$ cat src/rtl/mcb_cmd_arbiter_pkg.sv
// Shared types and constants for the MCB command-port arbiter.
package mcb_arb_pkg;

  localparam logic [2:0] WR    = 3'b000;
  localparam logic [2:0] RD    = 3'b001;
  localparam logic [2:0] WR_AP = 3'b010;
  localparam logic [2:0] RD_AP = 3'b011;
  localparam logic [2:0] REF   = 3'b100;

  typedef enum logic [1:0] {WAIT_CAL, ARB, ISSUE} arb_state_t;

  // Index width for n items; never below 1 so a 1-bit index always exists.
  function automatic int clog2(input int n);
    int r;
    r = 0;
    for (int i = 0; i < 31; i++)
      if ((1 << i) < n) r = i + 1;
    return (r < 1) ? 1 : r;
  endfunction

endpackage

$ cat src/rtl/mcb_cmd_arbiter_rr_pick.sv
// Rotating priority encoder: first set bit of req at or after ptr, with wrap.
module rr_pick #(
  parameter int NUM_REQ = 4,
  parameter int IDX_W   = 2
)(
  input  logic [NUM_REQ-1:0] req,
  input  logic [IDX_W-1:0]   ptr,
  output logic               found,
  output logic [IDX_W-1:0]   idx
);

  int c;

  // Walk the offsets from farthest to nearest so the nearest hit lands last.
  always_comb begin
    found = 1'b0;
    idx   = '0;
    c     = 0;
    for (int k = NUM_REQ - 1; k >= 0; k--) begin
      c = int'(ptr) + k;
      if (c >= NUM_REQ) c = c - NUM_REQ;
      if (req[c]) begin
        found = 1'b1;
        idx   = IDX_W'(c);
      end
    end
  end

endmodule

$ cat src/rtl/mcb_cmd_arbiter.sv
// Round-robin sharing of one MCB command port, gated on PLL lock and calibration.
module mcb_cmd_arbiter import mcb_arb_pkg::*; #(
  parameter int NUM_REQ      = 4,
  parameter int ADDR_W       = 30,
  parameter int BL_W         = 6,
  parameter int MAX_BURST    = 8,
  parameter int STARTUP_WAIT = 16
)(
  input  logic                        clk0_bufg,
  input  logic                        sys_rst,
  input  logic                        pll_lock,
  input  logic                        calib_done,
  input  logic [NUM_REQ-1:0]          req_valid,
  input  logic [3*NUM_REQ-1:0]        req_instr,
  input  logic [ADDR_W*NUM_REQ-1:0]   req_addr,
  input  logic [BL_W*NUM_REQ-1:0]     req_bl,
  output logic [NUM_REQ-1:0]          req_ready,
  input  logic                        p_cmd_full,
  output logic                        p_cmd_en,
  output logic [2:0]                  p_cmd_instr,
  output logic [ADDR_W-1:0]           p_cmd_addr,
  output logic [BL_W-1:0]             p_cmd_bl,
  output logic [clog2(NUM_REQ)-1:0]   grant_id,
  output logic                        granted,
  output logic                        ready_o
);

  localparam int         IDX_W   = clog2(NUM_REQ);
  localparam logic [7:0] MB_LAST = 8'(MAX_BURST - 1);
  localparam logic [7:0] SW_LAST = 8'(STARTUP_WAIT - 1);

  arb_state_t       state;
  logic [1:0]       sync_ff;
  logic             ok;
  logic [IDX_W-1:0] rr_ptr, rr_nxt, pick_idx;
  logic             pick_found;
  logic [7:0]       burst_cnt, start_cnt;
  logic             xfer, release_g;

  logic [2:0]        instr_a [NUM_REQ];
  logic [ADDR_W-1:0] addr_a  [NUM_REQ];
  logic [BL_W-1:0]   bl_a    [NUM_REQ];

  for (genvar g = 0; g < NUM_REQ; g++) begin : g_unpack
    assign instr_a[g] = req_instr[3*g +: 3];
    assign addr_a[g]  = req_addr[ADDR_W*g +: ADDR_W];
    assign bl_a[g]    = req_bl[BL_W*g +: BL_W];
  end

  always_ff @(posedge clk0_bufg or posedge sys_rst)
    if (sys_rst) sync_ff <= '0;
    else         sync_ff <= {sync_ff[0], pll_lock};

  assign ok = sync_ff[1] && calib_done;

  rr_pick #(.NUM_REQ(NUM_REQ), .IDX_W(IDX_W)) u_pick (
    .req(req_valid), .ptr(rr_ptr), .found(pick_found), .idx(pick_idx)
  );

  // Folding ok into the issue qualifier blocks a transfer in the cycle lock is lost.
  always_comb begin
    req_ready = '0;
    if (state == ISSUE && ok && !p_cmd_full) req_ready[grant_id] = 1'b1;
  end

  assign xfer      = req_valid[grant_id] && req_ready[grant_id];
  assign p_cmd_en  = xfer;
  assign release_g = (state == ISSUE) &&
                     ((xfer && burst_cnt == MB_LAST) || (!req_valid[grant_id] && !p_cmd_full));
  assign rr_nxt    = (grant_id == IDX_W'(NUM_REQ - 1)) ? '0 : grant_id + 1'b1;

  always_comb begin
    p_cmd_instr = '0;
    p_cmd_addr  = '0;
    p_cmd_bl    = '0;
    if (granted) begin
      p_cmd_instr = instr_a[grant_id];
      p_cmd_addr  = addr_a[grant_id];
      p_cmd_bl    = bl_a[grant_id];
    end
  end

  always_ff @(posedge clk0_bufg or posedge sys_rst) begin
    if (sys_rst) begin
      state     <= WAIT_CAL;
      grant_id  <= '0;
      granted   <= 1'b0;
      ready_o   <= 1'b0;
      rr_ptr    <= '0;
      burst_cnt <= '0;
      start_cnt <= '0;
    end else if (!ok && state != WAIT_CAL) begin
      // rr_ptr survives so fairness picks up where it left off after relock.
      state     <= WAIT_CAL;
      granted   <= 1'b0;
      ready_o   <= 1'b0;
      burst_cnt <= '0;
      start_cnt <= '0;
    end else begin
      case (state)
        WAIT_CAL: begin
          if (!ok) start_cnt <= '0;
          else if (start_cnt == SW_LAST) begin
            state     <= ARB;
            ready_o   <= 1'b1;
            start_cnt <= '0;
          end else start_cnt <= start_cnt + 8'd1;
        end
        ARB: begin
          if (pick_found) begin
            grant_id  <= pick_idx;
            granted   <= 1'b1;
            burst_cnt <= '0;
            state     <= ISSUE;
          end
        end
        ISSUE: begin
          if (release_g) begin
            granted   <= 1'b0;
            rr_ptr    <= rr_nxt;
            burst_cnt <= '0;
            state     <= ARB;
          end else if (xfer) burst_cnt <= burst_cnt + 8'd1;
        end
        default: state <= WAIT_CAL;
      endcase
    end
  end

endmodule

$ cat config.mk
export PLATFORM = sky130hd
export DESIGN_NAME = mcb_cmd_arbiter
export DESIGN_NICKNAME = d
export VERILOG_FILES = /design/src/rtl/mcb_cmd_arbiter_pkg.sv /design/src/rtl/mcb_cmd_arbiter_rr_pick.sv /design/src/rtl/mcb_cmd_arbiter.sv
export SDC_FILE = /design/constraint.sdc
export NUM_CORES = 1
export LEC_CHECK = 0
export BUFFER_PORTS_ARGS = -buffer_cell sky130_fd_sc_hd__buf_2
export CORE_MARGIN = 3
export CORE_UTILIZATION = 41
export CTS_BUF_LIST = sky130_fd_sc_hd__clkbuf_8 sky130_fd_sc_hd__clkbuf_16
export CTS_CLUSTER_DIAMETER = 50
export CTS_CLUSTER_SIZE = 14
export DETAILED_ROUTE_END_ITERATION = 8
export GPL_TIMING_DRIVEN = 0
export PLACE_DENSITY = 0.83
export SETUP_SLACK_MARGIN = 0.15
export SYNTH_ARGS = -nofsm -noshare
export SYNTH_HDL_FRONTEND = slang
export SYNTH_SLANG_ARGS = --single-unit
$ cat constraint.sdc
create_clock -name clk0_bufg -period 2.5 [get_ports clk0_bufg]
set_input_delay 0.375 -clock clk0_bufg [delete_from_list [all_inputs] [get_ports clk0_bufg]]
set_output_delay 0.375 -clock clk0_bufg [all_outputs]
set_load 0.05 [all_outputs]
==> impl_summary.log, run 1 <==
INFO  metric outcome = complete, no violations
INFO  metric timing.critical_path.from_type = flop
INFO  metric max_stage_delay_cell_worst_path = sky130_fd_sc_hd__mux4_2
INFO  metric die-width = 87.81 um
INFO  metric slew_limit_headroom = roughly a third
INFO  metric timing.clock.skew = ~0.0017 ns
INFO  metric tritoncts = built
INFO  metric met2_length = roughly 6800 um
INFO  metric synth_warnings = 0
INFO  metric gp_routability_congestion = ~1.0
INFO  metric wirelength = roughly 13,000 um
INFO  metric finalWorstPathRequiredPeriod = 2.450 ns
INFO  metric min-delay-path-class = input pin to flop
INFO  metric fp-row-count = 29
INFO  metric nets = approximately 660
INFO  metric cts_root_buffer = sky130_fd_sc_hd__clkbuf_8
INFO  metric syn-num-nets = 431
INFO  metric grt_start_max_net_pins = 27
INFO  metric synth_async_sr_flop_share = between 90% and 100%
INFO  metric critPathArrivalTime = ~2.1 ns
INFO  metric met3WireLength = 934 um
INFO  metric highest-signal-layer = met4
INFO  metric synth-main-ff-cell = sky130_fd_sc_hd__dfrtp_1
INFO  metric via_per_inst = about 5.7
INFO  metric cp_slowest_stage_delay = between 0.5 and 0.6 ns
INFO  metric chipHeight = between 80 and 90 um
INFO  metric fin_setup_tns = 0 ns
INFO  metric routed_wire_length_per_instance = approximately 22 um
INFO  metric clk_path_buf_depth = 2
INFO  metric critical_path_end_type = primary output
INFO  metric total_leakage_power = between 2 and 2.5 nW
INFO  metric crit_path_max_fanout = 10
INFO  metric hpwl = 10,620 um
INFO  metric drt_first_iter_violations = about 210
INFO  metric layout-area-overhead-vs-synth = 57.27%
INFO  metric cell_breakdown_of_the_critical_path = buf_8 > buf_12 > buf_8 > mux4_2 > and2_2 > buf_4
INFO  metric drive_above_1_share = between 60% and 70%
INFO  metric final_antenna_net_count = 0
INFO  metric fin_total_pwr = 1.014 mW
INFO  metric core = between 0.006 and 0.007 mm2
INFO  metric pre_cts_ws = -0.07450 ns
INFO  metric maxcap_violations = 0
INFO  metric number_of_clock_buffers_inserted_by_tritoncts = 3
INFO  metric cellPowerDensity = 235.0 mW/mm2
INFO  metric worstPathRequired = 2.12 ns
INFO  metric final_min_period_over_clock_period = 98.00%
INFO  metric portBuffers = approximately 210
INFO  metric rsz0062_at_grt = true
INFO  metric worst_ir_drop_vdd = 0.3534 mV
INFO  metric ios = approximately 210
INFO  metric area_contributors_post_synth = sky130_fd_sc_hd__mux4_2 34%, sky130_fd_sc_hd__dfrtp_1 24%, sky130_fd_sc_hd__and2_1 11%
INFO  metric timing_worst_slew_pin_value = ~1.0 ns
INFO  metric wl_met1 = approximately 4600 um
INFO  metric route.detailed.drc = 0
INFO  metric htree_levels = 1
INFO  metric layout_commonest_cell = sky130_fd_sc_hd__buf_2
INFO  metric number_of_antenna_violations_at_the_first_check_in_global_routing = 1
INFO  metric hold_violations = 0
INFO  metric layout_common_cells = 209 x sky130_fd_sc_hd__buf_2, 42 x sky130_fd_sc_hd__mux4_2, 36 x sky130_fd_sc_hd__and2_1, 24 x sky130_fd_sc_hd__dfrtp_1, 21 x sky130_fd_sc_hd__nand2_1
INFO  metric mappedNetlistArea = 0.002744 mm2
INFO  metric grt_first_pass_wirelength = between 15,000 and 20,000 um
INFO  metric design.die.area = roughly 0.0077 mm2
INFO  metric clk-insertion-delay-late = ~0.27 ns
INFO  metric first_global_vias = ~3,300
INFO  metric clkSinkCount = 26
INFO  metric cp_common_cell = sky130_fd_sc_hd__buf_8
INFO  metric gr_overflow_total = 0
INFO  metric clk_transition_reported_paths = about 0.10 ns
INFO  metric drtPass1Iterations = 4
INFO  metric setup.worst_path.class = flop to primary output
INFO  metric post_synth.cell_area_avg = 10.55 um2
INFO  metric groute.usage.overall = 31.49%
INFO  metric setup_viol_count_final = 0
INFO  metric achievable-frequency = a little over 400 MHz
INFO  metric post-route-worst-setup-slack = around 0.05 ns
INFO  metric vias = around 3,300
INFO  metric gate_count_of_the_mapped_netlist = between 200 and 300
INFO  metric starting_density = between 40% and 50%
INFO  metric yosys_register_bits = 26
INFO  metric number_of_buffers_and_inverters_on_the_critical_path = 4
INFO  metric critical-path-top-delay-family = buffers and inverters
INFO  metric yosys.area.top_type = sky130_fd_sc_hd__mux4_2
INFO  metric post-synth-top-area-fraction = between 30 and 40%
INFO  metric synth.yosys.seq_area_share = 23.71%
INFO  metric ys_types = between 40 and 50
INFO  metric synth_enable_flop_cells = 0
INFO  metric final_max_slew_viol_count = 0
==> power by group <==
part | internal [mW] | switching [mW] | total (mW)
clock | 0.214 | 0.143 | 0.357
combinational | 0.142 | 0.0896 | 0.231
sequential | 0.423 | 0.00238 | 0.426
==> stage by stage <==
step           cell area, um2  utilization (%)  hold WS, ns  cells
2_1_floorplan            2779                -       0.3312    260
3_3_place_gp             3936            61.29       0.3344    549
3_5_place_dp             3936            61.29       0.3363    549
4_1_cts                  4148            64.58       0.1928    561
5_1_grt                  4315            67.19       0.1863    570
6_report                 4315            67.19       0.1995    570
==> cell families after synthesis <==
family / share of synthesized area (%)
muxes: 35.29
DFF: 23.71
buffers and inverters: 4.058
and+or+nand+nor: 23.35
xor gates and xnor gates: 1.277
adders and majority gates: 2.736
AOI/OAI and AO/OA: 9.577
==> synth_stat cells (2+ instances only) <==
library cell / number
sky130_fd_sc_hd__xnor2_1: 3
sky130_fd_sc_hd__mux2_2: 2
sky130_fd_sc_hd__nor3b_1: 2
sky130_fd_sc_hd__o22ai_1: 3
sky130_fd_sc_hd__and2_1: 48
sky130_fd_sc_hd__dfrtp_1: 26
sky130_fd_sc_hd__o211ai_1: 5
sky130_fd_sc_hd__o41ai_1: 2
sky130_fd_sc_hd__ha_1: 6
sky130_fd_sc_hd__buf_2: 5
sky130_fd_sc_hd__nor2_1: 14
sky130_fd_sc_hd__a21oi_1: 6
sky130_fd_sc_hd__a21o_1: 3
sky130_fd_sc_hd__nor4_2: 2
sky130_fd_sc_hd__clkbuf_1: 8
sky130_fd_sc_hd__o21ai_0: 13
sky130_fd_sc_hd__or3_1: 2
sky130_fd_sc_hd__inv_1: 8
sky130_fd_sc_hd__mux4_2: 42
sky130_fd_sc_hd__nor3_1: 3
sky130_fd_sc_hd__nand3_1: 5
sky130_fd_sc_hd__nor4_1: 5
sky130_fd_sc_hd__o21a_1: 3
sky130_fd_sc_hd__nand2_1: 22
==> worst register-to-register path: stages, from the launching register on <==
cell and delay (ns):
sky130_fd_sc_hd__dfrtp_2 0.46, sky130_fd_sc_hd__buf_4 0.16, sky130_fd_sc_hd__ha_4 0.16, sky130_fd_sc_hd__and2_1 0.15
sky130_fd_sc_hd__mux4_2 0.50, sky130_fd_sc_hd__buf_6 0.15, sky130_fd_sc_hd__a211o_4 0.35, sky130_fd_sc_hd__buf_6 0.14
sky130_fd_sc_hd__o211ai_1 0.18, sky130_fd_sc_hd__o21a_1 0.14
==> sequential cells by signal (all words and copies together), names as in the netlist <==
name / count
grant_id: 2
sync_ff: 2
start_cnt: 8
rr_ptr: 2
ready_o: 1
granted: 1
state: 2
burst_cnt: 8
==> final cells by class <==
cell class	instances	area [um2]
timing repair buffer	228	1219
antenna	1	2.502
inverter	9	43.79
buffer	16	148.9
fill	543	2107
sequential	26	653.1
clock buffer	3	41.29
clock inverter	1	30.03
multi-input combinational	209	2081
tap	77	96.34
==> routing by layer <==
metal | vias up | global-route usage (%)
met5 | - | 0
met3 | 31 | 5.268
met4 | 0 | 8.089
met1 | 1630 | 36.39
li1 | 1457 | -
met2 | 155 | 59.79
==> worst paths after layout <==
check,start,end,slack (ns),depth (start not counted)
max,grant_id[0],p_cmd_addr[27],0.05,6
min,pll_lock,sync_ff[0],0.20,1
max reg2reg,grant_id[0],burst_cnt[5],0.06,9
min reg2reg,sync_ff[0],sync_ff[1],0.36,0
max in group asynchronous,sys_rst,grant_id[1],1.49,2
min in group asynchronous,sys_rst,ready_o,0.33,2
==> what timing repair did <==
item                                   in CTS  in global routing
hold buffers                                0                  0
buffers inserted                            7                  8
setup endpoints to repair                  40                 52
endpoints found under the hold margin       0                  0
pin swaps                                   2                 12
resized for setup                          24                 27
gates cloned                                1                  0
(Power assumes the default switching activity.)
==> run 2, diff against run 1 <==
- REMOVE_ABC_BUFFERS: default -> 1
==> run 2 against run 1 <==
Power fell by 8.9%. Critical path type unchanged. Via count fell by 2.1%. Sequential share of layout area up 0.18 points. Clock-buffer cell count grew 1. Critical endpoint is now p_cmd_en. First-iteration DRC count is 47% lower. Die area unchanged. Fmax up 1.6%.
==> impl_summary.log, run 2 (synthesis gave the netlist of run 1 again) <==
INFO  metric finalCoreUtilization = 67.06% (-0.14 points)
INFO  metric drtPass1Iterations = 4 (unchanged)
INFO  metric number_of_clock_buffers_inserted_by_tritoncts = 3 (unchanged)
INFO  metric clk_transition_reported_paths = 0.09 ns (about the same)
INFO  metric htree_levels = 1 (unchanged)
INFO  metric routed_wire_length_per_instance = 20.53 um (-7.9%)
INFO  metric drt_first_iter_violations = 109 (-47%)
INFO  metric post-route-worst-setup-slack = 0.08764 ns (+0.03777 ns)
INFO  metric grt_start_max_net_pins = 42 (+56%)
INFO  metric fp-row-count = 29 (unchanged)
INFO  metric design_area_final = 0.004307 mm2 (-0.20%)
INFO  metric rrSetupSlack = 0.10 ns (+0.04 ns)
INFO  metric gp_routability_congestion = 0.9249 (-10%)
INFO  metric vias = 3,203 (-2.1%)
INFO  metric rsz0062_at_grt = true
INFO  metric design.die.area = 0.007710 mm2 (unchanged)
INFO  metric cell_breakdown_of_the_critical_path = buf_12 > ha_4 > and2_4 > mux4_2 > nand2_4 > inv_4 > buf_8
INFO  metric chipHeight = 87.81 um (unchanged)
INFO  metric cp_slowest_stage_delay = 0.51 ns (-0.02 ns)
INFO  metric pre_cts_ws = -0.5665 ns (-0.4920 ns)
INFO  metric groute.usage.overall = 27.54% (-4.0 points)
INFO  metric core = 0.006422 mm2 (unchanged)
INFO  metric min-delay-start = pll_lock
INFO  metric cellPowerDensity = 214.5 mW/mm2 (-8.7%)
INFO  metric grt_first_pass_wirelength = 16,040 um (-10%)
INFO  metric layout-area-overhead-vs-synth = 56.95%
INFO  metric timing_worst_slew_pin_value = 0.9561 ns (-0.06388 ns)
INFO  metric critPathArrivalTime = 2.04 ns (-0.04 ns)
INFO  metric starting_density = 42.72% (unchanged)
INFO  metric layout_common_cells = 200 x sky130_fd_sc_hd__buf_2, 46 x sky130_fd_sc_hd__and2_1, 42 x sky130_fd_sc_hd__mux4_2, 23 x sky130_fd_sc_hd__dfrtp_1, 21 x sky130_fd_sc_hd__nand2_1
INFO  metric crit-reg2reg-launch = grant_id[0]
INFO  metric hold_violations = 0 (unchanged)
INFO  metric fin_cells = 559 (-1.9%)
INFO  metric finalWorstPathRequiredPeriod = 2.412 ns (-0.03777 ns)
INFO  metric ios = 213 (unchanged)
INFO  metric placed_cells = 534 (-2.7%)
INFO  metric largestRegisters = burst_cnt: 8 flops, start_cnt: 8 flops
INFO  metric timing.critical_path.from_type = flop
INFO  metric die-width = 87.81 um (unchanged)
INFO  metric drive_above_1_share = 62.97% (-1.7 points)
INFO  metric maxcap_violations = 0 (unchanged)
INFO  metric worst_hold_path.num_cells = 1 (unchanged)
INFO  metric final_antenna_net_count = 0 (unchanged)
INFO  metric worst_hold_path.endpoint = sync_ff[0]
INFO  metric cts_root_buffer = sky130_fd_sc_hd__clkbuf_8
INFO  metric setup.worst_path.class = flop to primary output
INFO  metric outcome = complete, no violations
INFO  metric layout_commonest_cell = sky130_fd_sc_hd__buf_2
INFO  metric min-delay-path-class = input pin to flop
INFO  metric wirelength = 11,480 um (-9.7%)
INFO  metric clk-insertion-delay-late = 0.27 ns (about the same)
INFO  metric hpwl = 8839 um (-17%)
INFO  metric nets = 650 (-2.1%)
INFO  metric via_per_inst = 5.730 (-0.21%)
INFO  metric achievable-frequency = 414.5 MHz (+1.6%)
INFO  metric critical_path_end_type = primary output
INFO  metric setup.worst_path.start = grant_id[0]
INFO  metric r2r.worst_path.cells = 8 (-1)
INFO  metric worstPathRequired = 2.12 ns (about the same)
INFO  metric clkSinkCount = 26 (unchanged)
INFO  metric crit_path_max_fanout = 5 (-5)
INFO  metric placed_area = 0.003846 mm2 (-2.3%)
INFO  metric max_stage_delay_cell_worst_path = sky130_fd_sc_hd__dfrtp_4
INFO  metric gr_overflow_total = 0 (unchanged)
INFO  metric route.detailed.drc = 0 (unchanged)
INFO  metric final_min_period_over_clock_period = 96.49% (-1.5 points)
INFO  metric r2r_end = burst_cnt[3]
INFO  metric portBuffers = 212 (unchanged)
INFO  metric tritoncts = built
INFO  metric number_of_antenna_violations_at_the_first_check_in_global_routing = 5 (+4)
INFO  metric first_global_vias = 3,064 (-8.4%)
INFO  metric timing.clock.skew = 0.004210 ns (+0.002491 ns)
INFO  metric slew_limit_headroom = 36.19% (+4.3 points)
INFO  metric final_max_slew_viol_count = 0 (unchanged)
INFO  metric clk_path_buf_depth = 2 (unchanged)
INFO  metric setup_viol_count_final = 0 (unchanged)
INFO  metric worst_ir_drop_vdd = 0.3296 mV (-6.7%)
INFO  metric total_leakage_power = 2.102 nW (-2.8%)
INFO  metric fin_setup_tns = 0 ns (unchanged)
[run 2: cell count changes in the layout (fill, tap and decap cells not counted), moves of 2 or more]
cell,before,now
sky130_fd_sc_hd__and2_1,36,46
sky130_fd_sc_hd__buf_8,5,1
sky130_fd_sc_hd__buf_2,209,200
sky130_fd_sc_hd__dfrtp_4,0,2
sky130_fd_sc_hd__buf_6,6,13
sky130_fd_sc_hd__nor4_1,5,3
sky130_fd_sc_hd__buf_16,0,2
sky130_fd_sc_hd__clkbuf_2,2,0
sky130_fd_sc_hd__buf_4,16,12
sky130_fd_sc_hd__diode_2,1,4
sky130_fd_sc_hd__and2_2,10,0
sky130_fd_sc_hd__clkbuf_1,4,0
[run 2: per-stage QoR]
stage | power (mW) | hold WS (ns)
after floorplan | 0.5035 | 0.3312
after global placement | 0.6409 | 0.3345
after detailed placement | 0.6506 | 0.3443
after CTS | 0.9259 | 0.1960
after global routing | 0.9630 | 0.1989
final | 0.9237 | 0.1968
[run 2: how the worst max path moves through the flow]
| stage | to | slack [ns] | depth (start not counted) |
|---|---|---|---|
| detailed placement | p_cmd_en | -0.57 | 7 |
| global placement | p_cmd_en | -1.91 | 7 |
| finish | p_cmd_en | 0.09 | 7 |
| CTS | p_cmd_addr[7] | 0.1 | 4 |
| global route | burst_cnt[3] | 0.02 | 9 |
| floorplan | burst_cnt[0] | -1.63 | 8 |
[run 2: worst max-delay path, delay by kind of cell (launching register included)]
family                     cells  cell delay [ns]
adders and majority gates      1             0.15
buffers and inverters          3             0.33
DFF                            1             0.51
muxes                          1             0.51
and+or+nand+nor                2             0.26
[run 2: final cells by class]
class | instances | area, um2
fillers | 494 | 2116
inverters | 9 | 41.29
well taps | 77 | 96.34
diodes | 4 | 10.01
repair buffers | 229 | 1328
flip-flops and latches | 26 | 659.4
clock buffers | 4 | 55.05
multi-input cells | 210 | 2117
[run 2: routing by layer]
| metal | global-route usage [%] | up-vias | part of all wire (%) |
|---|---|---|---|
| li1 | - | 1437 | - |
| met4 | 9.902 | 2 | 2.6 |
| met5 | 0 | - | 0.11 |
| met3 | 4.610 | 26 | 6.8 |
| met1 | 32.46 | 1597 | 37 |
| met2 | 50.14 | 141 | 53 |
[run 2: report_power, final]
part           total (mW)  switching, mW  leakage [nW]  internal, mW
logic               0.224         0.0833          1.72         0.141
registers           0.426        0.00239         0.349         0.423
clock network       0.274          0.133        0.0288         0.141
total               0.924          0.219          2.10         0.705
[run 2: what timing repair did]
item / 4_1_cts / 5_1_grt
pin swaps: 4 / 9
gates cloned: 2 / 0
resized for setup: 45 / 13
endpoints found under the setup margin: 57 / 49
hold buffers: 0 / 0
setup buffers: 12 / 3
==> run 3, diff against run 2 <==
==> constraint.sdc (replaced) <==
create_clock -name clk0_bufg -period 2.5 [get_ports clk0_bufg]
set_input_delay 0.625 -clock clk0_bufg [delete_from_list [all_inputs] [get_ports clk0_bufg]]
set_output_delay 0.625 -clock clk0_bufg [all_outputs]
set_load 0.05 [all_outputs]
==> run 3 against run 2 <==
The flow now finishes with violations (negative setup slack). Wire length grew 9.1%. Clock skew shrank 0.0021 ns. First-iteration DRC count grew 27%. Global-route usage grew 3.1 points. Utilization grew 5.8 points. Design area grew 8.6%. Register-to-register slack lost 0.23 ns. Fmax shrank 8.7%. Non-clock buffer count grew 8. Sequential share of layout area shrank 1.2 points. Largest cell class unchanged. Largest power group unchanged.
==> impl_summary.log, run 3 (synthesis gave the netlist of run 1 again) <==
INFO  metric crit-reg2reg-launch = grant_id[0]
INFO  metric worst_ir_drop_vdd = 0.3433 mV (+4.2%)
INFO  metric route.detailed.drc = 0 (unchanged)
INFO  metric achievable-frequency = 378.4 MHz (-8.7%)
INFO  metric drtPass1Iterations = 4 (unchanged)
INFO  metric min-delay-path-class = flop to flop
INFO  metric first_global_vias = 3,295 (+7.5%)
INFO  metric r2r_end = burst_cnt[3]
INFO  metric setup_viol_count_final = 33 (+33)
INFO  metric final_antenna_net_count = 0 (unchanged)
INFO  metric clock_power_share = 29.2% (-0.5 points)
INFO  metric layout_commonest_cell = sky130_fd_sc_hd__buf_2
INFO  metric number_of_clock_buffers_inserted_by_tritoncts = 3 (unchanged)
INFO  metric setup.worst_path.class = flop to primary output
INFO  metric timing.clock.skew = 0.002111 ns (-0.002099 ns)
INFO  metric gr_overflow_total = 0 (unchanged)
INFO  metric htree_levels = 1 (unchanged)
INFO  metric tritoncts = built
INFO  metric number_of_antenna_violations_at_the_first_check_in_global_routing = 6 (+1)
INFO  metric via_per_inst = 5.790 (+1.1%)
INFO  metric drt_first_iter_violations = 138 (+27%)
INFO  metric worstPathRequired = 1.88 ns (-0.24 ns)
INFO  metric crit_path_max_fanout = 5 (unchanged)
INFO  metric clkSinkCount = 26 (unchanged)
INFO  metric rrSetupSlack = -0.13 ns (-0.23 ns)
INFO  metric hold_violations = 0 (unchanged)
INFO  metric design.die.area = 0.007710 mm2 (unchanged)
INFO  metric grt_first_pass_wirelength = 17,700 um (+10%)
INFO  metric clk_path_buf_depth = 2 (unchanged)
INFO  metric core = 0.006422 mm2 (unchanged)
INFO  metric worst_hold_path.num_cells = 0 (-1)
INFO  metric fp-row-count = 29 (unchanged)
INFO  metric worst_hold_path.endpoint = sync_ff[1]
INFO  metric hpwl = 8839 um (unchanged)
INFO  metric cts_root_buffer = sky130_fd_sc_hd__clkbuf_8
INFO  metric r2r.worst_path.cells = 10 (+2)
INFO  metric failing_checks = negative setup slack
INFO  metric drive_above_1_share = 70.58% (+7.6 points)
INFO  metric groute.usage.overall = 30.61% (+3.1 points)
INFO  metric nets = 658 (+1.2%)
INFO  metric routed_wire_length_per_instance = 22.04 um (+7.3%)
INFO  metric power.net_switching = 0.2239 mW (+2.4%)
INFO  metric outcome = finished, violations left
INFO  metric clk-insertion-delay-late = 0.27 ns (about the same)
INFO  metric ios = 213 (unchanged)
INFO  metric slew_limit_headroom = 35.96% (-0.23 points)
INFO  metric maxcap_violations = 0 (unchanged)
INFO  metric cellInternalPower = 0.7085 mW (+0.50%)
INFO  metric timing.critical_path.from_type = flop
INFO  metric rsz0062_at_grt = true
INFO  metric critical_path_end_type = primary output
INFO  metric switching_share = 24.02% (+0.34 points)
INFO  metric combinational_share_of_power = 25.1% (+0.8 points)
INFO  metric gp_routability_congestion = 0.9249 (unchanged)
INFO  metric largestRegisters = burst_cnt: 8 flops, start_cnt: 8 flops
INFO  metric pre_cts_ws = -0.8165 ns (-0.2500 ns)
INFO  metric wirelength = 12,520 um (+9.1%)
INFO  metric critPathArrivalTime = 2.02 ns (-0.02 ns)
INFO  metric clk_transition_reported_paths = 0.09 ns (about the same)
INFO  metric cts.hold.buffers_added = 0 (unchanged)
INFO  metric cell_breakdown_of_the_critical_path = buf_12 > ha_4 > and2_4 > mux4_2 > nand2_4 > inv_4 > buf_8
INFO  metric cellPowerDensity = 199.4 mW/mm2 (-7.0%)
INFO  metric finalWorstPathRequiredPeriod = 2.643 ns (+0.2306 ns)
INFO  metric final_max_slew_viol_count = 0 (unchanged)
INFO  metric min-delay-start = sync_ff[0]
INFO  metric max_stage_delay_cell_worst_path = sky130_fd_sc_hd__dfrtp_4
INFO  metric layout_common_cells = 179 x sky130_fd_sc_hd__buf_2, 42 x sky130_fd_sc_hd__mux4_2, 33 x sky130_fd_sc_hd__and2_4, 22 x sky130_fd_sc_hd__dfrtp_1, 22 x sky130_fd_sc_hd__buf_6
INFO  metric cp_slowest_stage_delay = 0.50 ns (about the same)
INFO  metric layout-area-overhead-vs-synth = 70.45%
INFO  metric vias = 3,289 (+2.7%)
INFO  metric portBuffers = 212 (unchanged)
INFO  metric chipHeight = 87.81 um (unchanged)
INFO  metric total_leakage_power = 2.224 nW (+5.8%)
INFO  metric timing_worst_slew_pin_value = 0.9595 ns (+0.003452 ns)
INFO  metric starting_density = 42.72% (unchanged)
INFO  metric final_min_period_over_clock_period = 105.7% (+9.2 points)
INFO  metric fin_setup_tns = -2.095 ns (-2.095 ns)
INFO  metric grt_start_max_net_pins = 42 (unchanged)
INFO  metric die-width = 87.81 um (unchanged)
INFO  metric post-route-worst-setup-slack = -0.1430 ns (-0.2306 ns)
INFO  metric seq_power_share = 45.6% (-0.5 points)
## run 3: changes by cell type in the layout (fill, tap and decap cells not counted), moves of 3 or more
cell                     before  now
sky130_fd_sc_hd__buf_2      200  179
sky130_fd_sc_hd__buf_6       13   22
sky130_fd_sc_hd__buf_4       12   15
sky130_fd_sc_hd__buf_8        1   15
sky130_fd_sc_hd__and2_4       2   33
sky130_fd_sc_hd__and2_1      46   15
## run 3: per-layer routing
layer	vias to the layer above	routed length [um]	global-route usage, %	part of all wire, %
met5	-	13	0	0.10
met4	2	499	13.81	4.0
met3	39	938	6.679	7.5
met2	152	6807	56.10	54
met1	1635	4260	33.59	34
li1	1461	-	-	-
## run 3: final cells by class
type	instances	area, um2
diodes	5	12.51
clock buffers	4	55.05
fillers	448	1745
inverters	9	41.29
multi-input cells	210	2202
flip-flops and latches	26	660.6
well taps	77	96.34
repair buffers	237	1609
## run 3: through the flow
stage               hold WS, ns  power [mW]  area, um2  instances  utilization [%]
floorplan                0.3312      0.5035       2666        244                -
global placement         0.3345      0.6409       3824        533            59.54
detailed placement       0.3443      0.6506       3846        534            59.89
CTS                      0.3666      0.9335       4591        560            71.48
global route             0.3621      0.9707       4677        568            72.82
finish                   0.3621      0.9325       4677        568            72.82
## run 3: worst max-delay path, delay by kind of cell (launching register included)
kind	cells	cell delay [ns]
and+or+nand+nor	2	0.25
DFF	1	0.50
muxes	1	0.50
buffers and inverters	3	0.33
adders and majority gates	1	0.15
## run 3: worst max path at each step
stage | startpoint | to | slack (ns) | depth (start not counted)
after floorplan | grant_id[0] | p_cmd_en | -1.87 | 6
after global placement | grant_id[0] | p_cmd_en | -2.16 | 7
after detailed placement | grant_id[1] | p_cmd_en | -0.82 | 7
after CTS | grant_id[0] | p_cmd_en | -0.14 | 7
after global routing | grant_id[0] | p_cmd_en | -0.20 | 8
final | grant_id[0] | p_cmd_en | -0.14 | 7
## run 3: power by group through the flow
stage,Clock [mW],Sequential [mW],Combinational [mW]
3_3_place_gp,0,0.434,0.207
4_1_cts,0.280,0.426,0.228
5_1_grt,0.292,0.426,0.252
3_5_place_dp,0,0.434,0.217
2_1_floorplan,0,0.433,0.0701
6_report,0.273,0.426,0.234
## run 3: repair_timing
action,4_1_cts,5_1_grt
gates resized for setup,138,18
cloned,3,1
endpoints found under the setup margin,58,56
endpoints found under the hold margin,0,0
setup buffers,19,3
pin swaps,10,7
